==> src/rtl/mem_stream_reader_pkg.sv <==
// Shared definitions for the memory stream reader: FSM state encoding and
// output FIFO depth.
package mem_stream_reader_pkg;

  typedef enum logic [1:0] {
    IDLE  = 2'd0,
    RUN   = 2'd1,
    DRAIN = 2'd2
  } state_t;

  localparam int unsigned FIFO_DEPTH = 4;

endpackage

==> src/rtl/mem_stream_fifo.sv <==
// Small synchronous FIFO buffering memory read data ahead of the stream port.
// DEPTH must be a power of two; pushes when full and pops when empty are ignored.
module mem_stream_fifo #(
  parameter int WIDTH = 8,
  parameter int DEPTH = 4
) (
  input  logic                     clock,
  input  logic                     reset_n,
  input  logic                     push,
  input  logic [WIDTH-1:0]         push_data,
  input  logic                     pop,
  output logic [WIDTH-1:0]         pop_data,
  output logic                     full,
  output logic                     empty,
  output logic [$clog2(DEPTH):0]   level
);

  localparam int PW = $clog2(DEPTH);
  localparam logic [PW:0] FULL_LEVEL = (PW+1)'(DEPTH);

  logic [WIDTH-1:0] mem_q [DEPTH];
  logic [WIDTH-1:0] mem_d [DEPTH];
  logic [PW-1:0]    wr_ptr_q, wr_ptr_d;
  logic [PW-1:0]    rd_ptr_q, rd_ptr_d;
  logic [PW:0]      level_q, level_d;
  logic             do_push, do_pop;

  assign full     = (level_q == FULL_LEVEL);
  assign empty    = (level_q == '0);
  assign level    = level_q;
  assign pop_data = mem_q[rd_ptr_q];
  assign do_push  = push && !full;
  assign do_pop   = pop && !empty;

  always_comb begin
    mem_d    = mem_q;
    wr_ptr_d = wr_ptr_q;
    rd_ptr_d = rd_ptr_q;
    level_d  = level_q;
    if (do_push) begin
      mem_d[wr_ptr_q] = push_data;
      wr_ptr_d        = wr_ptr_q + 1'b1;
    end
    if (do_pop) begin
      rd_ptr_d = rd_ptr_q + 1'b1;
    end
    case ({do_push, do_pop})
      2'b10:   level_d = level_q + 1'b1;
      2'b01:   level_d = level_q - 1'b1;
      default: level_d = level_q;
    endcase
  end

  // Storage is cleared on reset so the head reads zero while empty.
  always_ff @(posedge clock or negedge reset_n) begin
    if (!reset_n) begin
      for (int unsigned i = 0; i < DEPTH; i++) begin
        mem_q[i] <= '0;
      end
      wr_ptr_q <= '0;
      rd_ptr_q <= '0;
      level_q  <= '0;
    end else begin
      mem_q    <= mem_d;
      wr_ptr_q <= wr_ptr_d;
      rd_ptr_q <= rd_ptr_d;
      level_q  <= level_d;
    end
  end

endmodule

==> src/rtl/mem_stream_reader.sv <==
// Burst reader: fetches count words from a 1-cycle-latency memory starting at
// base and streams them out via valid/ready. MEM_STREAM_READER_BITREV_EN adds
// a bitrev input selecting bit-reversed burst addressing.
module mem_stream_reader
  import mem_stream_reader_pkg::*;
#(
  parameter int WIDTH = 8,
  parameter int DEPTH = 64
) (
  input  logic                       clock,
  input  logic                       reset_n,
  input  logic                       start,
  input  logic [$clog2(DEPTH)-1:0]   base,
  input  logic [$clog2(DEPTH):0]     count,
`ifdef MEM_STREAM_READER_BITREV_EN
  input  logic                       bitrev,
`endif
  output logic                       busy,
  output logic                       done,
  output logic [$clog2(DEPTH)-1:0]   rdaddress,
  output logic                       rden,
  input  logic [WIDTH-1:0]           q,
  output logic [WIDTH-1:0]           out_data,
  output logic                       out_valid,
  input  logic                       out_ready
);

  localparam int AW = $clog2(DEPTH);
  localparam int LW = $clog2(FIFO_DEPTH) + 1;
  localparam logic [LW-1:0] FIFO_LIMIT = LW'(FIFO_DEPTH);

  state_t          state_q, state_d;
  logic [AW-1:0]   base_q, base_d;
  logic [AW:0]     remain_q, remain_d;
  logic [AW-1:0]   idx_q, idx_d;
  logic [AW-1:0]   addr_q, addr_d;
  logic            inflight_q, inflight_d;
  logic            done_q, done_d;
`ifdef MEM_STREAM_READER_BITREV_EN
  logic            bitrev_q, bitrev_d;
`endif

  logic [LW-1:0]   fifo_level;
  logic [LW-1:0]   occupancy;
  logic            fifo_full, fifo_empty;
  logic            pop, drain_exit;
  logic [AW-1:0]   idx_next, addr_off;

  mem_stream_fifo #(
    .WIDTH (WIDTH),
    .DEPTH (FIFO_DEPTH)
  ) u_fifo (
    .clock     (clock),
    .reset_n   (reset_n),
    .push      (inflight_q),
    .push_data (q),
    .pop       (pop),
    .pop_data  (out_data),
    .full      (fifo_full),
    .empty     (fifo_empty),
    .level     (fifo_level)
  );

  assign out_valid  = !fifo_empty;
  assign pop        = out_valid && out_ready;
  assign occupancy  = fifo_level + LW'(inflight_q);
  assign drain_exit = (state_q == DRAIN) && !inflight_q && (fifo_level == LW'(1)) && pop;
  assign idx_next   = idx_q + 1'b1;
  assign rdaddress  = addr_q;
  assign done       = done_q;

`ifdef MEM_STREAM_READER_BITREV_EN
  function automatic logic [AW-1:0] bit_reverse(input logic [AW-1:0] v);
    for (int unsigned i = 0; i < AW; i++) begin
      bit_reverse[i] = v[AW-1-i];
    end
  endfunction

  assign addr_off = bitrev_q ? bit_reverse(idx_next) : idx_next;
`else
  assign addr_off = idx_next;
`endif

  always_ff @(posedge clock or negedge reset_n) begin
    if (!reset_n) begin
      state_q <= IDLE;
    end else begin
      state_q <= state_d;
    end
  end

  always_comb begin
    state_d = state_q;
    case (state_q)
      IDLE:    if (start && count != '0) state_d = RUN;
      RUN:     if (rden && remain_q == (AW+1)'(1)) state_d = DRAIN;
      DRAIN:   if (drain_exit) state_d = IDLE;
      default: state_d = IDLE;
    endcase
  end

  // Reads are throttled so every issued word is guaranteed a FIFO slot.
  always_comb begin
    busy = (state_q != IDLE);
    rden = (state_q == RUN) && (occupancy < FIFO_LIMIT) && !fifo_full;
  end

  // rdaddress is pre-computed for the next read, so it only moves after a read.
  always_comb begin
    base_d     = base_q;
    remain_d   = remain_q;
    idx_d      = idx_q;
    addr_d     = addr_q;
    inflight_d = rden;
    done_d     = 1'b0;
`ifdef MEM_STREAM_READER_BITREV_EN
    bitrev_d   = bitrev_q;
`endif
    case (state_q)
      IDLE: begin
        if (start) begin
          if (count == '0) begin
            done_d = 1'b1;
          end else begin
            base_d   = base;
            remain_d = count;
            idx_d    = '0;
            addr_d   = base;
`ifdef MEM_STREAM_READER_BITREV_EN
            bitrev_d = bitrev;
`endif
          end
        end
      end
      RUN: begin
        if (rden) begin
          remain_d = remain_q - 1'b1;
          idx_d    = idx_next;
          addr_d   = base_q + addr_off;
        end
      end
      DRAIN: begin
        done_d = drain_exit;
      end
      default: ;
    endcase
  end

  always_ff @(posedge clock or negedge reset_n) begin
    if (!reset_n) begin
      base_q     <= '0;
      remain_q   <= '0;
      idx_q      <= '0;
      addr_q     <= '0;
      inflight_q <= 1'b0;
      done_q     <= 1'b0;
`ifdef MEM_STREAM_READER_BITREV_EN
      bitrev_q   <= 1'b0;
`endif
    end else begin
      base_q     <= base_d;
      remain_q   <= remain_d;
      idx_q      <= idx_d;
      addr_q     <= addr_d;
      inflight_q <= inflight_d;
      done_q     <= done_d;
`ifdef MEM_STREAM_READER_BITREV_EN
      bitrev_q   <= bitrev_d;
`endif
    end
  end

endmodule

==> config.mk <==
export PLATFORM = sky130hd
export DESIGN_NAME = mem_stream_reader
export DESIGN_NICKNAME = d
export VERILOG_FILES = /design/src/rtl/mem_stream_reader_pkg.sv /design/src/rtl/mem_stream_fifo.sv /design/src/rtl/mem_stream_reader.sv
export SDC_FILE = /design/constraint.sdc
export NUM_CORES = 1
export LEC_CHECK = 0
export CAP_MARGIN = 20
export CORE_UTILIZATION = 30
export CTS_CLUSTER_DIAMETER = 60
export DETAILED_ROUTE_END_ITERATION = 6
export PLACE_DENSITY = 0.53
export SLEW_MARGIN = 20
export SYNTH_ARGS = -nofsm -noshare
export SYNTH_HDL_FRONTEND = slang
export SYNTH_HIERARCHICAL = 1
export SYNTH_SLANG_ARGS = --single-unit
==> constraint.sdc <==
create_clock -name clock -period 2.18 [get_ports clock]
set_input_delay 0.436 -clock clock [delete_from_list [all_inputs] [get_ports clock]]
set_output_delay 0.436 -clock clock [all_outputs]
set_load 0.005 [all_outputs]
Word-level counts from Yosys, hierarchy flattened --
Index checks and enable logic that the tools add are counted.
Word-level totals: bits of input ports 25, register bits 68, word-level logic and storage cells 92, output and inout bits 18
Operators by class: $lt $le $gt $ge 4, add/sub/neg operators 8, mux-type cells 26, bitwise logic cells 3, equal/unequal tests 13, reduce and logical (&&, ||, !) cells 24
Operators by type and width (count):
- two-way mux 6 bit | 6
- bitwise mux 32 bit | 1
- two-way mux 8 bit | 3
- case mux 6 bit (2 select lines) | 2
- two-way mux 7 bit | 3
- binary-select mux 8 bit (select 2 bit) | 1
- demux 8 bit (select 2 bit) | 1
- case mux 7 bit (2 select lines) | 1
- inequality test 2 bit, second input constant | 6
- logical AND 1 bit | 11
- == test 7 x 1 -> 1 bit, second input constant | 1
- zero test 7 bit | 1
- nonzero test 7 bit | 1
- subtractor 7 x 1 -> 7 bit, second input constant | 1
- adder 6 x 1 -> 6 bit, second input constant | 1
- adder 6 bit | 1
- greater-or-equal comparator 3 bit, second input constant | 2
- two-way mux 2 bit | 3
- NOT 2 -> 3 bit | 2
- case mux 2 bit (3 select lines) | 1
- case mux 3 bit (2 select lines) | 1
- AND reduction 3 bit | 2
- nonzero test 2 bit | 3
- adder 2 x 1 -> 2 bit, second input constant | 2
- other kinds (16) | 21

Longest topological paths before layout --
Gate-level depths: netlist of run 1.
word-level depth 7, gate-level depth with buffers 9, mapped depth without buffers 9

Modules after synthesis --
The synthesis of run 1 kept the hierarchy.
By module, submodules not included:
- mem_stream_fifo | sequential area each 975.9 um2, cells an instance 114, times used 1, area an instance 1784.2 um2
- mem_stream_reader | sequential area each 725.7 um2, cells an instance 169, times used 1, area an instance 1654.1 um2

Least setup slack after synthesis of run 1 --
OpenSTA, ideal clock, no wires.
path type register to register, start point reg u_fifo.level_q[1] (netlist: u_fifo/level[1]), end point reg u_fifo.level_q[2] (netlist: u_fifo/level[2]), setup time 0.079 ns, data arrival time 2.034 ns, path buffers 0, stages on the path, launching flop included 9, slack 0.067 ns, required time 2.101 ns, period minus slack after synthesis 2.113 ns, cells stage by stage dfrtp_1 nor3b_2 or2b_2 ha_1 inv_1 fa_1 xor2_1 nor2_1 xor2_1
On the way: elaborated cells on any way between the ends 13, classes of those cells add/sub: 2; eq/ne: 3; mux: 1; reduce/logical: 7
RTL lines:
- from (decl) | line mem_stream_fifo.sv:25 | logic [PW:0] level_q, level_d;
- from (signal assigned) | line mem_stream_fifo.sv:67 | level_q <= level_d;
- == test 3 bit * | line mem_stream_fifo.sv:28 | assign full = (level_q == FULL_LEVEL);
- named net fifo_full | line mem_stream_reader.sv:45 | logic fifo_full, fifo_empty;
- zero test 1 bit * | line mem_stream_fifo.sv:32 | assign do_push = push && !full;
- logical AND 1 bit * | line mem_stream_fifo.sv:32
- == test 2 x 1 -> 1 bit / == test 2 bit (equally long branches) | line mem_stream_fifo.sv:47 | case ({do_push, do_pop})
- case mux 3 bit (2 select lines) / nonzero test 2 bit (equally long branches)
Mark *: on every way through the listed nets, which the timed path passes. The rest lies on a longest branch. A chain may end at the register's enable or synchronous reset.

Worst setup path in the final report of run 1 --
start point reg u_fifo.level_q[1] (netlist: u_fifo/level[1]), end point out rden
On the way: word-level cells in the longest chain between the ends 4, elaborated cells on any way between the ends 6, classes of those cells add/sub: 1; order compare: 1; eq/ne: 1; reduce/logical: 3
Ends and longest elaborated chain:
- adder 3 x 1 -> 3 bit | line mem_stream_reader.sv:66 | assign occupancy = fifo_level + LW'(inflight_q);
- < comparator 3 bit | line mem_stream_reader.sv:105 | rden = (state_q == RUN) && (occupancy < FIFO_LIMIT) && !fifo_full;
- logical AND 1 bit | line mem_stream_reader.sv:105
- logical AND 1 bit * | line mem_stream_reader.sv:105
- to (decl) | line mem_stream_reader.sv:21 | output logic rden,
Every way passes the cells marked *; elsewhere a longest branch is shown, timed or not.

==> flow_results.xml, run 1 <==
<?xml version="1.0" encoding="UTF-8"?>
<metrics>
  <group name="floorplanning">
    <metric name="start_util" unit="%">31.3</metric>
    <metric name="floorplan.die.width" unit="µm">109</metric>
    <metric name="die_y" unit="µm">109</metric>
    <metric name="fp.dieArea" unit="mm²">0.0119</metric>
    <metric name="floorplan.core_area" unit="mm²">0.0110</metric>
    <metric name="ioPinCount" unit="">43</metric>
    <metric name="rows" unit="">38</metric>
  </group>
  <group name="flow_run">
    <metric name="maxCapViolCount" unit="">0</metric>
  </group>
  <group name="run_status">
    <metric name="run_status" unit="">complete, no violations</metric>
  </group>
  <group name="route">
    <metric name="detail-route-antenna-nets" unit="">0</metric>
    <metric name="drt_first_pass_iters" unit="">4</metric>
    <metric name="detail_route.wirelength" unit="µm">7400</metric>
    <metric name="dr_total_vias" unit="">2451</metric>
    <metric name="route.detailed.wl_per_inst" unit="µm">14.6</metric>
    <metric name="drt_drc_violations_left" unit="">0</metric>
    <metric name="avgViaCountPerCell" unit="">4.82</metric>
    <metric name="dr.first_iter.drc_count" unit="">126</metric>
  </group>
  <group name="clock_tree">
    <metric name="cts.path.max_buffers" unit="">2</metric>
    <metric name="cts-root-buf" unit="">sky130_fd_sc_hd__clkbuf_16</metric>
    <metric name="cts_sinks" unit="">68</metric>
    <metric name="numCtsBuffers" unit="">9</metric>
    <metric name="tritoncts" unit="">done</metric>
    <metric name="clkSlewWorstSetupHoldPaths" unit="ps">60</metric>
    <metric name="clock_insertion_delay_worst_skew" unit="ps">330</metric>
    <metric name="htreeDepth" unit="">3</metric>
  </group>
  <group name="final_layout">
    <metric name="multi_input_comb_area" unit="mm²">0.00169</metric>
    <metric name="syn_to_layout_area_delta" unit="%">33.4</metric>
    <metric name="insertedDiodeCount" unit="">0</metric>
    <metric name="filler_cell_count" unit="">1060</metric>
    <metric name="most-common-layout-cells" unit="">sky130_fd_sc_hd__dfrtp_1, sky130_fd_sc_hd__mux2_2, sky130_fd_sc_hd__clkdlybuf4s50_1</metric>
    <metric name="layout.core_utilization" unit="%">41.8</metric>
    <metric name="fin_nets" unit="">404</metric>
    <metric name="layout_commonest_cell" unit="">sky130_fd_sc_hd__dfrtp_1</metric>
    <metric name="seqCellArea" unit="mm²">0.00171</metric>
    <metric name="final_layout_size_suffix_gt1_share" unit="%">32.9</metric>
  </group>
  <group name="setup_path">
    <metric name="first_element_of_the_critical_path" unit="">u_fifo/level[1]</metric>
    <metric name="worst-endpoint-required" unit="ps">1740</metric>
    <metric name="rr_startpoint" unit="">idx_q[0]</metric>
    <metric name="capturing_element_type_of_the_critical_path" unit="">output pin</metric>
    <metric name="r2r_slack" unit="ps">170</metric>
    <metric name="critPathMaxFanout" unit="">4</metric>
    <metric name="critical_path.slowest_cell" unit="">sky130_fd_sc_hd__dfrtp_2</metric>
    <metric name="crit_path_cell_trace" unit="">a31o_2 &gt; a211o_1 &gt; inv_2 &gt; dlygate4sd2_1</metric>
    <metric name="worst-setup-path-type" unit="">reg -&gt; out</metric>
    <metric name="cp_slowest_stage_delay" unit="ps">430</metric>
    <metric name="crit_arrival" unit="ps">1650</metric>
    <metric name="setup.worst_path.start_class" unit="">register</metric>
  </group>
  <group name="power_and_ir_drop">
    <metric name="total_power" unit="W">0.00736</metric>
    <metric name="vdd_drop_max" unit="V">0.000695</metric>
    <metric name="static-leakage-power" unit="nW">1.99</metric>
    <metric name="power_density" unit="mW/mm²">1600</metric>
  </group>
  <group name="sta">
    <metric name="finalSetupViolCount" unit="">0</metric>
    <metric name="fmax" unit="MHz">479</metric>
    <metric name="max-slew-margin-rel" unit="%">66.5</metric>
    <metric name="report.final.hold_viol_count" unit="">0</metric>
    <metric name="grt_setup_unrepaired" unit="">false</metric>
    <metric name="final_max_slew_viol_count" unit="">0</metric>
    <metric name="tightest_slew" unit="ps">503</metric>
    <metric name="ratio_of_final_minimum_period_to_clock_period" unit="%">95.8</metric>
    <metric name="setup-tns-final" unit="ps">0</metric>
    <metric name="timing.hold.ws" unit="ps">113</metric>
    <metric name="clock_skew" unit="ps">5.82</metric>
    <metric name="min_period" unit="ps">2090</metric>
  </group>
  <group name="yosys">
    <metric name="post_synth_edffs" unit="">0</metric>
    <metric name="synthesis.nets" unit="">324</metric>
    <metric name="post_synth_inst_count" unit="">283</metric>
    <metric name="dominantRegCellSynth" unit="">sky130_fd_sc_hd__dfrtp_1</metric>
    <metric name="yosys_warnings" unit="">6</metric>
    <metric name="synthesis.area_per_instance" unit="µm²">12.1</metric>
    <metric name="synth-seq-cells" unit="">68</metric>
    <metric name="synth.distinct_cells" unit="">45</metric>
    <metric name="postSynth.asyncResetShare" unit="%">100</metric>
    <metric name="seq_total_area_yosys" unit="%">49.5</metric>
    <metric name="syn_area" unit="mm²">0.00344</metric>
  </group>
  <group name="place">
    <metric name="place.port_buffers" unit="">42</metric>
    <metric name="hpwl" unit="µm">5180</metric>
    <metric name="gpl.final_weighted_congestion" unit="">0.803</metric>
  </group>
  <group name="global_routing">
    <metric name="grt_pass1_wl" unit="µm">12700</metric>
    <metric name="grt_util_all_layers" unit="%">14.2</metric>
    <metric name="grt_antenna_before_repair" unit="">0</metric>
    <metric name="globalRoute.totalOverflow" unit="">0</metric>
    <metric name="grt_start_max_net_pins" unit="">69</metric>
    <metric name="grt_pass1_vias" unit="">2542</metric>
  </group>
  <group name="hold_path">
    <metric name="hp-class" unit="">in -&gt; async</metric>
  </group>
</metrics>
==> cell families (layout without fill, tap and decap cells) <==
group | count (synthesis) | in the layout | share of synthesized area, %
flops | 68 | 68 | 49.5
simple gates | 64 | 64 | 9.43
compound gates | 50 | 50 | 9.72
mux | 50 | 50 | 18.9
buf+inv | 21 | 106 | 2.69
fa+ha+maj | 16 | 16 | 6.26
xor+xnor | 14 | 14 | 3.57
==> metal layers <==
layer  share of wire (%)  GRT usage [%]
met1                  45           17.5
met2                  49           23.8
met3                 5.2           4.12
met4                0.70           4.05
met5                   0              0
==> synth_stat cells, types with 3 or more instances <==
library cell	number	area (µm²)
sky130_fd_sc_hd__nand3_1	4	20.0
sky130_fd_sc_hd__ha_1	14	175
sky130_fd_sc_hd__xnor2_1	9	78.8
sky130_fd_sc_hd__or3_1	3	18.8
sky130_fd_sc_hd__mux2i_1	4	40.0
sky130_fd_sc_hd__nand2_1	22	82.6
sky130_fd_sc_hd__nor2_1	13	48.8
sky130_fd_sc_hd__mux4_2	8	180
sky130_fd_sc_hd__xor2_1	5	43.8
sky130_fd_sc_hd__a22o_1	3	26.3
sky130_fd_sc_hd__a21oi_1	8	40.0
sky130_fd_sc_hd__o2bb2ai_1	3	26.3
sky130_fd_sc_hd__a211oi_1	3	22.5
sky130_fd_sc_hd__mux2_2	38	428
sky130_fd_sc_hd__o21ai_0	21	105
sky130_fd_sc_hd__inv_1	13	48.8
sky130_fd_sc_hd__buf_4	3	22.5
sky130_fd_sc_hd__nor3_1	5	25.0
sky130_fd_sc_hd__nor2_2	4	25.0
sky130_fd_sc_hd__dfrtp_1	68	1700
==> state kept, by name, indices dropped and copies added, names as in the netlist <==
signal / cells
state_q: 2
inflight_q: 1
u_fifo/wr_ptr_q: 2
u_fifo/level: 3
u_fifo/mem_q: 32
remain_q: 7
rdaddress: 6
idx_q: 6
done: 1
u_fifo/rd_ptr_q: 2
base_q: 6
==> worst max-delay path, delay by kind of cell (launching register included) <==
family                 cells  cell delay, ps
AOI/OAI and AO/OA          2             580
buffers and inverters      2             310
DFF                        1             430
==> final timing paths <==
kind,endpoint,cells past startpoint
worst max-delay path,rden,4
worst min-delay path,u_fifo/mem_q[26],2
worst max register to register,rdaddress[4],9
worst min register to register,done,1
max in group asynchronous,u_fifo/mem_q[17],2
min in group clock,done,1
==> area by class of cell <==
| class | count | share of cell area (%) |
|---|---|---|
| clock buffers | 10 | 5.21 |
| clock inverters | 6 | 0.845 |
| inverters | 13 | 1.06 |
| multi-input cells | 194 | 36.8 |
| flip-flops and latches | 68 | 37.2 |
| well taps | 140 | 3.82 |
| repair buffers | 77 | 15.1 |
==> power breakdown <==
| part | internal (W) | total, W | switching [W] |
|---|---|---|---|
| logic | 0.00208 | 0.00372 | 0.00163 |
| registers | 0.00189 | 0.00230 | 0.000408 |
| clock network | 0.000797 | 0.00134 | 0.000546 |
==> through the flow <==
stage          cell area, µm²  setup WS [ps]  instances
4_1_cts                  4530           22.0        506
6_report                 4590           91.9        508
3_5_place_dp             4180           -185        481
5_1_grt                  4590           7.53        508
3_3_place_gp             4180           -132        481
2_1_floorplan            3440           66.9        283
==> timing repair <==
action                     4_1_cts  5_1_grt
pin swaps                        1        3
resized for setup               19       15
hold buffers                     0        0
hold endpoints to repair         0        0
buffers inserted                 9        2
setup endpoints to repair        9        9
Note: power is estimated with default switching activity, not from simulation.
==> inputs of run 2 (changes only) <==
SYNTH_HIERARCHICAL = unset   (was 1)
==> run 2 against run 1 <==
  * Power is 1.0% higher
  * Sequential power is 2% higher
  * Largest power group unchanged
  * Critical path type unchanged
  * Synthesized cell count is 5.3% higher
==> flow_results.xml, run 2 <==
<?xml version="1.0" encoding="UTF-8"?>
<metrics>
  <group name="sta">
    <metric name="max-slew-margin-rel" unit="%">65.6</metric>
    <metric name="tightest_slew" unit="ps">511</metric>
    <metric name="timing.hold.ws" unit="ps">467</metric>
    <metric name="clock_skew" unit="ps">7.29</metric>
    <metric name="finalSetupViolCount" unit="">0</metric>
    <metric name="ratio_of_final_minimum_period_to_clock_period" unit="%">96.7</metric>
    <metric name="fmax" unit="MHz">474</metric>
    <metric name="final_max_slew_viol_count" unit="">0</metric>
    <metric name="min_period" unit="ps">2110</metric>
    <metric name="report.final.hold_viol_count" unit="">0</metric>
  </group>
  <group name="yosys">
    <metric name="yosys_warnings" unit="">0</metric>
    <metric name="post_synthesis_share_of_cell_area_spent_on_full_adders_half_adders_and_majority_gates" unit="%">7.08</metric>
    <metric name="synth-compound-area-share" unit="%">10.4</metric>
    <metric name="dominantRegCellSynth" unit="">sky130_fd_sc_hd__dfrtp_1</metric>
    <metric name="yosys.area_share.xor_xnor" unit="%">3.54</metric>
    <metric name="synth-seq-cells" unit="">68</metric>
    <metric name="post_synth_inst_count" unit="">298</metric>
    <metric name="main_combinational_cell_family_by_area_after_synthesis" unit="">multiplexers</metric>
    <metric name="synth_top_area_share" unit="%">49.1</metric>
    <metric name="syn_area" unit="mm²">0.00346</metric>
    <metric name="seq_total_area_yosys" unit="%">49.1</metric>
    <metric name="yosys-mux-area-fraction" unit="%">16.6</metric>
    <metric name="synth-simple-area-share" unit="%">10.5</metric>
    <metric name="synth.distinct_cells" unit="">50</metric>
    <metric name="postSynth.asyncResetShare" unit="%">100</metric>
    <metric name="synthesis.area_per_instance" unit="µm²">11.6</metric>
    <metric name="post_synth_edffs" unit="">0</metric>
    <metric name="post-synth-top-count-cell" unit="">sky130_fd_sc_hd__dfrtp_1</metric>
    <metric name="synthesis.nets" unit="">342</metric>
    <metric name="yosys-top-cells-count" unit="">sky130_fd_sc_hd__dfrtp_1, sky130_fd_sc_hd__nand2_1, sky130_fd_sc_hd__mux2_2, sky130_fd_sc_hd__ha_1, sky130_fd_sc_hd__nor2_1</metric>
    <metric name="synth_top_area_cell" unit="">sky130_fd_sc_hd__dfrtp_1</metric>
    <metric name="synth_area_leaders" unit="">sky130_fd_sc_hd__dfrtp_1, sky130_fd_sc_hd__mux2_2, sky130_fd_sc_hd__ha_1, sky130_fd_sc_hd__mux4_2, sky130_fd_sc_hd__nand2_1</metric>
  </group>
  <group name="setup_path">
    <metric name="setup.worst_path.start_class" unit="">register</metric>
    <metric name="crit_path_cell_trace" unit="">buf_12 &gt; buf_4 &gt; mux4_2 &gt; clkdlybuf4s15_1</metric>
    <metric name="worst-r2r-cell-count" unit="">8</metric>
    <metric name="critPathMaxFanout" unit="">7</metric>
    <metric name="critical_path.reg2reg.endpoint" unit="">rdaddress[4]</metric>
    <metric name="category_of_cells_accounting_for_the_largest_share_of_critical_path_delay" unit="">multiplexers</metric>
    <metric name="capturing_element_type_of_the_critical_path" unit="">output pin</metric>
    <metric name="worst-setup-path-type" unit="">reg -&gt; out</metric>
    <metric name="rr_startpoint" unit="">idx_q[0]</metric>
    <metric name="critical_path.slowest_cell" unit="">sky130_fd_sc_hd__mux4_2</metric>
    <metric name="number_of_buffer_and_inverter_instances_along_the_worst_setup_path" unit="">3</metric>
    <metric name="worst-endpoint-required" unit="ps">1740</metric>
    <metric name="cp_slowest_stage_delay" unit="ps">490</metric>
    <metric name="r2r_slack" unit="ps">210</metric>
    <metric name="crit_arrival" unit="ps">1670</metric>
  </group>
  <group name="clock_tree">
    <metric name="htreeDepth" unit="">3</metric>
    <metric name="clkSlewWorstSetupHoldPaths" unit="ps">60</metric>
    <metric name="cts-root-buf" unit="">sky130_fd_sc_hd__clkbuf_16</metric>
    <metric name="tritoncts" unit="">done</metric>
    <metric name="clock_insertion_delay_worst_skew" unit="ps">330</metric>
    <metric name="cts_sinks" unit="">68</metric>
    <metric name="numCtsBuffers" unit="">9</metric>
    <metric name="cts.path.max_buffers" unit="">2</metric>
  </group>
  <group name="place">
    <metric name="gpl.final_weighted_congestion" unit="">0.837</metric>
    <metric name="hpwl" unit="µm">5430</metric>
    <metric name="place.detailed.instances" unit="">494</metric>
    <metric name="place.port_buffers" unit="">42</metric>
  </group>
  <group name="hold_path">
    <metric name="hp-class" unit="">in -&gt; async</metric>
  </group>
  <group name="route">
    <metric name="dr.first_iter.drc_count" unit="">100</metric>
    <metric name="detail_route.wirelength" unit="µm">7700</metric>
    <metric name="route.detailed.wl_per_inst" unit="µm">14.9</metric>
    <metric name="drt_drc_violations_left" unit="">0</metric>
    <metric name="drt_first_pass_iters" unit="">4</metric>
    <metric name="dr_total_vias" unit="">2496</metric>
    <metric name="avgViaCountPerCell" unit="">4.84</metric>
    <metric name="detail-route-antenna-nets" unit="">0</metric>
  </group>
  <group name="power_and_ir_drop">
    <metric name="total_power" unit="W">0.00743</metric>
    <metric name="power_density" unit="mW/mm²">1620</metric>
    <metric name="vdd_drop_max" unit="V">0.000565</metric>
    <metric name="static-leakage-power" unit="nW">2.05</metric>
  </group>
  <group name="global_routing">
    <metric name="grt_start_max_net_pins" unit="">41</metric>
    <metric name="grt_pass1_vias" unit="">2655</metric>
    <metric name="grt_util_all_layers" unit="%">14.4</metric>
    <metric name="grt_pass1_wl" unit="µm">13000</metric>
    <metric name="globalRoute.totalOverflow" unit="">0</metric>
    <metric name="grt_antenna_before_repair" unit="">0</metric>
  </group>
  <group name="floorplanning">
    <metric name="rows" unit="">38</metric>
    <metric name="fp.dieArea" unit="mm²">0.0120</metric>
    <metric name="start_util" unit="%">31.4</metric>
    <metric name="floorplan.die.width" unit="µm">109</metric>
    <metric name="floorplan.core_area" unit="mm²">0.0110</metric>
    <metric name="die_y" unit="µm">109</metric>
    <metric name="ioPinCount" unit="">43</metric>
  </group>
  <group name="run_status">
    <metric name="run_status" unit="">complete, no violations</metric>
  </group>
  <group name="final_layout">
    <metric name="layout.core_utilization" unit="%">41.7</metric>
    <metric name="largest-register" unit="">u_fifo.mem_q</metric>
    <metric name="syn_to_layout_area_delta" unit="%">32.7</metric>
    <metric name="layout_commonest_cell" unit="">sky130_fd_sc_hd__dfrtp_1</metric>
    <metric name="largest_registers" unit="">u_fifo.mem_q x32, remain_q x7</metric>
    <metric name="post_layout_nonfiller_instances" unit="">516</metric>
    <metric name="insertedDiodeCount" unit="">0</metric>
    <metric name="most-common-layout-cells" unit="">sky130_fd_sc_hd__dfrtp_1, sky130_fd_sc_hd__nand2_1, sky130_fd_sc_hd__mux2_2</metric>
    <metric name="fin_nets" unit="">415</metric>
    <metric name="final_layout_size_suffix_gt1_share" unit="%">26.9</metric>
    <metric name="largest_reg_flops" unit="">32</metric>
  </group>
  <group name="flow_run">
    <metric name="maxCapViolCount" unit="">0</metric>
  </group>
</metrics>
run 2: cell count changes after synthesis, moves of 4 or more:
cell,previous run,this run
sky130_fd_sc_hd__nand2_1,22,44
sky130_fd_sc_hd__o21ai_0,21,11
sky130_fd_sc_hd__mux2_2,38,33
sky130_fd_sc_hd__nor2_1,13,18
sky130_fd_sc_hd__o22ai_1,0,5
sky130_fd_sc_hd__a21o_1,2,6
sky130_fd_sc_hd__a31oi_1,0,4
sky130_fd_sc_hd__ha_1,14,18
sky130_fd_sc_hd__nor2_2,4,0
run 2: final cells by class:
cell class / instances / area [µm²]
Fill cell: 1087 / 6430
Multi-Input combinational cell: 209 / 1720
Sequential cell: 68 / 1700
Timing Repair Buffer: 70 / 648
Clock buffer: 11 / 243
Tap cell: 140 / 175
Clock inverter: 5 / 60.1
Inverter: 13 / 50.0
run 2: timing repair:
item / 4_1_cts / 5_1_grt
endpoints found under the hold margin: 2 / 0
hold buffers: 1 / 0
resized for setup: 14 / 15
pin swaps: 1 / 1
endpoints found under the setup margin: 9 / 9
buffers inserted: 4 / 1
run 2: how the worst max path moves through the flow:
stage / startpoint / to / slack (ps) / depth (start not counted)
floorplan: idx_q[0] / rdaddress[5] / 230 / 7
CTS: u_fifo.level[1] / rden / -20 / 7
global placement: count[3] / rdaddress[4] / -50 / 6
detailed placement: count[3] / rdaddress[4] / -80 / 6
finish: u_fifo.rd_ptr_q[0] / out_data[7] / 70 / 4
global route: idx_q[2] / rdaddress[5] / -4 / 8
run 2: cells by family after synthesis:
logic type	Yosys count
and+or+nand+nor	82
xor gates and xnor gates	14
muxes	43
AOI/OAI and AO/OA	51
buffers and inverters	21
DFF	68
adders and majority gates	19
run 2: through the flow:
stage                     setup TNS (ps)  area (µm²)  setup WS [ps]
after floorplan                        0        3460            235
after global placement              -269        4210          -46.0
after detailed placement            -719        4210          -75.7
after CTS                          -16.7        4550          -16.7
after global routing               -4.06        4600          -4.06
final                                  0        4600           71.2
run 2: layer usage:
layer | up-vias | global-route usage (%) | share of wire, % | wire, µm
li1 | 1211 | - | - | -
met1 | 1219 | 18.1 | 47 | 3580
met2 | 55 | 23.5 | 47 | 3640
met3 | 11 | 4.98 | 5.0 | 385
met4 | 0 | 3.81 | 1.1 | 86
met5 | - | 0 | 0 | 0
run 2: where the power goes:
part | internal (W) | switching [W]
logic | 0.00197 | 0.00164
registers | 0.00189 | 0.000455
clock network | 0.000921 | 0.000558
==> inputs of run 3 (changes only) <==
CAP_MARGIN = unset   (was 20)
==> results of run 3 <==
The final DEF is identical to that of run 2; final timing and power are the same.
==> RTL edit 1, RTL diff (flow settings as in run 3) <==
`DEPTH`: 64 -> 32.
--- a/src/rtl/mem_stream_reader.sv
+++ b/src/rtl/mem_stream_reader.sv
@@ -5,7 +5,7 @@
   import mem_stream_reader_pkg::*;
 #(
   parameter int WIDTH = 8,
-  parameter int DEPTH = 64
+  parameter int DEPTH = 32
 ) (
   input  logic                       clock,
   input  logic                       reset_n,
Interface: changed (resized base, count and rdaddress); port bits go from 43 to 40. No check against the original RTL was run, so the function may have changed too.
==> RTL edit 1 against run 3 <==
  * Cell area is 8.7% lower
  * Maximum frequency is 0.40% higher
  * Via count fell by 11%
  * Worst setup slack improved by 0.0085 ns
  * Utilization fell by 1.4 points
  * Non-clock buffer count shrank 4
  * Routed wire length decreased by 10%
  * Sequential share of layout area rose by 1.2 points
  * Register-to-register slack lost 0.10 ns
  * Sequential power is 6% lower
  * Sequential cell count decreased by 4
  * Largest cell class is now sequential cells
  * Total power decreased by 11%
  * Highest routed layer unchanged
  * Area after synthesis shrank 6.0%
==> RTL edit 1: results (changes against run 3) <==
Run status
  – Status: completed

Global route
  – GRT Total Usage: 13.7% (-0.68 points)
  – Largest net degree at the start of global routing: 36 (-12%)
  – First-pass GRT wire length: 11,900 µm (-8.6%)
  – GR Util met3: 3.92% (-1.1 points)
  – GR met1 Demand/Resource: 16.2% (-1.9 points)

Final layout
  – Biggest regs: u_fifo.mem_q x32, remain_q x6
  – Share of layout cells above drive strength 1: 30.1% (+3.2 points)
  – # fillers: 1,015 (-6.6%)
  – Final nets: 372 (-10%)

Route
  – Vias: 2,226 (-11%)
  – Met3 WL: 317 µm (-18%)
  – WL per Instance: 14.6 µm (-1.9%)
  – Number of vias per cell: 4.72 (-2.5%)
  – Detail Route met2 WL: 3400 µm (-6.6%)

Synth
  – Commonest cells in the netlist: dfrtp_1, mux2_2, nand2_1
  – Mapped Avg Cell Area: 12.4 µm² (+7.0%)
  – Synth Area in Adders: 7.15% (+0.065 points)
  – Distinct cells, synth: 41 (-18%)
  – Syn Nets: 303 (-11%)

Placement
  – Number of port buffers: 39 (-7.1%)
  – Gpl congestion: 0.700 (-16%)
  – Place WS: -0.210 ns (-0.134 ns)
  – Inst Count DP: 453 (-8.3%)

Power
  – Leakage power: 1.83 nW (-11%)

STA
  – Hold WS: 0.111 ns (-0.356 ns)
  – Peak Freq: 0.476 GHz (+0.40%)
  – Slew HR: 57.4% (-8.2 points)

Setup path
  – CP top delay family: buffers and inverters
  – Capture point of the worst path: busy
## RTL edit 1: cell types whose count changed after synthesis, moves of 4 or more
cell / run 3 / this run
nand2_1: 44 / 20
nor2_1: 18 / 8
a21oi_1: 5 / 11
mux2i_1: 1 / 6
nand3b_1: 0 / 5
a21o_1: 6 / 2
a31oi_1: 4 / 0
dfrtp_1: 68 / 64
nor3_1: 2 / 6
nor4_1: 4 / 0
## RTL edit 1: final cells by class
type	instances	area (µm²)	share of cell area, %
clock buffer	10	138	3.28
sequential	64	1600	38.2
tap	136	170	4.06
inverter	10	37.5	0.895
multi-input combinational	180	1590	37.9
clock inverter	6	67.6	1.61
timing repair buffer	66	589	14.0
## RTL edit 1: repair_timing
item | 4_1_cts | 5_1_grt
resized for setup | 18 | 7
endpoints found under the setup margin | 10 | 6
setup buffers | 3 | 0
## RTL edit 1: power by group
group | internal, mW | switching [mW] | total (mW)
clock | 0.563 | 0.498 | 1.06
combinational | 1.91 | 1.45 | 3.36
sequential | 1.79 | 0.419 | 2.21
==> RTL edit 2, RTL diff (config.mk and constraints of run 3) <==
Without the edit above. Re-encode `state_t` (3 states) as one-hot, 3 bits wide.
--- a/src/rtl/mem_stream_reader_pkg.sv
+++ b/src/rtl/mem_stream_reader_pkg.sv
@@ -2,10 +2,10 @@
 // output FIFO depth.
 package mem_stream_reader_pkg;
 
-  typedef enum logic [1:0] {
-    IDLE  = 2'd0,
-    RUN   = 2'd1,
-    DRAIN = 2'd2
+  typedef enum logic [2:0] {
+    IDLE  = 3'b001,
+    RUN   = 3'b010,
+    DRAIN = 3'b100
   } state_t;
 
   localparam int unsigned FIFO_DEPTH = 4;
Check against the original RTL: no difference found for any inputs over 10 cycles, from zero or initial values and one cycle with reset_n low; not proved beyond that.
==> RTL edit 2 against run 3 <==
  * Sequential cell count grew 1
  * Worst setup slack improved by 0.0021 ns
  * Total power shrank 11%
  * Area after synthesis increased by 2.0%
  * Largest power group unchanged
  * First-iteration DRC count up 6.0%
  * Critical endpoint is now out_data[6]
  * Die area increased by 1.9%
  * Critical path type unchanged
  * Routed wire length is 2.6% lower
  * Cell area up 0.87%
==> RTL edit 2: results (changes against run 3) <==
Run status
  – Status: completed

Global route
  – First-pass GRT wire length: 13,100 µm (+0.53%)
  – GRT Total Usage: 13.5% (-0.88 points)
  – Vias in the first global route: 2,615 (-1.5%)
  – Initial antenna violation count: 0 (unchanged)
  – Largest net degree at the start of global routing: 28 (-32%)

Placement
  – Gpl congestion: 0.744 (-11%)
  – Number of port buffers: 42 (unchanged)
  – Final HPWL DP: 5360 µm (-1.4%)
  – Post-DP Area: 4270 µm² (+1.4%)
  – Place WS: -0.140 ns (-0.0647 ns)
  – Inst Count DP: 498 (+0.81%)

Clock network
  – Clock Path Buffers: 2 (unchanged)
  – Number of CTS-inserted buffers: 9 (unchanged)
  – CTS H-tree lvls: 3 (unchanged)
  – Clock latency on the worst-skew pair: 0.33 ns (about the same)
  – Root buf cell: clkbuf_16
  – Worst-path clk slew: 0.06 ns (about the same)

Route
  – DRT iter0 DRCs: 106 (+6.0%)
  – Final wirelength: 7500 µm (-2.6%)
  – DR pass1 iterations: 4 (unchanged)
  – WL per Instance: 14.5 µm (-2.6%)
  – Number of vias per cell: 4.75 (-1.8%)

Synth
  – Mapped Avg Cell Area: 11.9 µm² (+2.0%)
  – Distinct cells, synth: 44 (-12%)
  – Syn Nets: 342 (unchanged)
  – Commonest cells in the netlist: dfrtp_1, mux2_2, nand2_1
  – Top cells by area, synth: dfrtp_1, mux2_2, ha_1
  – Ys Warns: 0 (unchanged)
  – Synth Flop Type: dfrtp_1
  – FFs w/ async S/R, synth: 100% (unchanged)
  – Seq/Total Area, Yosys: 48.9% (-0.21 points)

Final layout
  – Biggest regs: u_fifo.mem_q x32, remain_q x7
  – # fillers: 1,102 (+1.4%)
  – Final nets: 413 (-0.48%)
  – Antenna diodes: 0 (unchanged)
  – Share of layout cells above drive strength 1: 28.7% (+1.8 points)

Power
  – Max rail drop VDD: 0.552 mV (-2.4%)
  – Leakage power: 2.01 nW (-1.8%)
  – Total power divided by cell area: 1420 nW/µm² (-12%)

Job
  – Max-cap viol count: 0 (unchanged)

Setup path
  – Max FO, Critical Path: 3 (-4)
  – R2R depth: 9 (+1)
  – CP arrival: 1.67 ns (about the same)

STA
  – Slew HR: 64.3% (-1.3 points)
  – Worst Skew: 0.00588 ns (-0.00141 ns)

Min path
  – Worst min path class: in -> async
-- RTL edit 2: worst max-delay path, cell delays in order, from the launching register on --
cell	delay [ns]
dfrtp_2	0.38
mux4_2	0.50
clkdlybuf4s50_1	0.46
-- RTL edit 2: stage by stage --
| stage | hold slack, ns | setup TNS, ns |
|---|---|---|
| 6_report | 0.0525 | 0 |
| 4_1_cts | 0.0583 | 0 |
| 5_1_grt | 0.0848 | 0 |
| 3_3_place_gp | 0.412 | -1.31 |
| 3_5_place_dp | 0.422 | -1.67 |
| 2_1_floorplan | 0.140 | 0 |
-- RTL edit 2: area by class of cell --
type                            count  area share (%)
Multi-Input combinational cell    208            37.5
Sequential cell                    69            37.3
Timing Repair Buffer               70            13.7
Clock buffer                        9            4.86
Tap cell                          143            3.86
Clock inverter                      6            1.92
Inverter                           11           0.890
-- RTL edit 2: cell families (layout without fill, tap and decap cells) --
kind of cell	Yosys count	after routing	synth area share [%]
fa+ha+maj	19	19	6.94
xor+xnor	14	14	3.47
buf+inv	21	96	3.15
flops	69	69	48.9
compound gates	57	57	10.4
mux	48	48	17.8
simple gates	70	70	9.35
-- RTL edit 2: where the power goes --
group          switching, mW  total, mW  internal, mW  leakage, nW
logic                   1.15       2.78          1.63         1.04
clock network          0.544       1.54         0.994        0.147
registers              0.391       2.27          1.88        0.825
total                   2.09       6.59          4.50         2.01
-- RTL edit 2: worst paths after layout --
kind,start,end,slack [ns]
hold / removal,reset_n,u_fifo.mem_q[21]$_DFFE_PN0P_,0.05
min in group clock,rdaddress[2]$_DFFE_PN0P_,rdaddress[2]$_DFFE_PN0P_,0.49
setup / recovery,u_fifo.rd_ptr_q[1]$_DFFE_PN0P_,out_data[6],0.07
max in group asynchronous,reset_n,idx_q[0]$_DFFE_PN0P_,1.39
setup reg to reg,idx_q[0]$_DFFE_PN0P_,rdaddress[4]$_DFFE_PN0P_,0.19
hold reg to reg,rdaddress[2]$_DFFE_PN0P_,rdaddress[2]$_DFFE_PN0P_,0.49
-- RTL edit 2: routing by layer --
metal / part of all wire, % / up-vias / global-route usage [%]
li1: - / 1214 / -
met5: 0 / - / 0
met3: 4.5 / 10 / 4.28
met1: 45 / 1181 / 16.7
met4: 1.6 / 0 / 4.62
met2: 49 / 47 / 22.2
-- RTL edit 2: repair_timing --
| action | CTS | global route |
|---|---|---|
| setup endpoints to repair | 9 | 3 |
| buffers inserted | 2 | 1 |
| pin swaps | 1 | 2 |
| gates resized for setup | 16 | 6 |
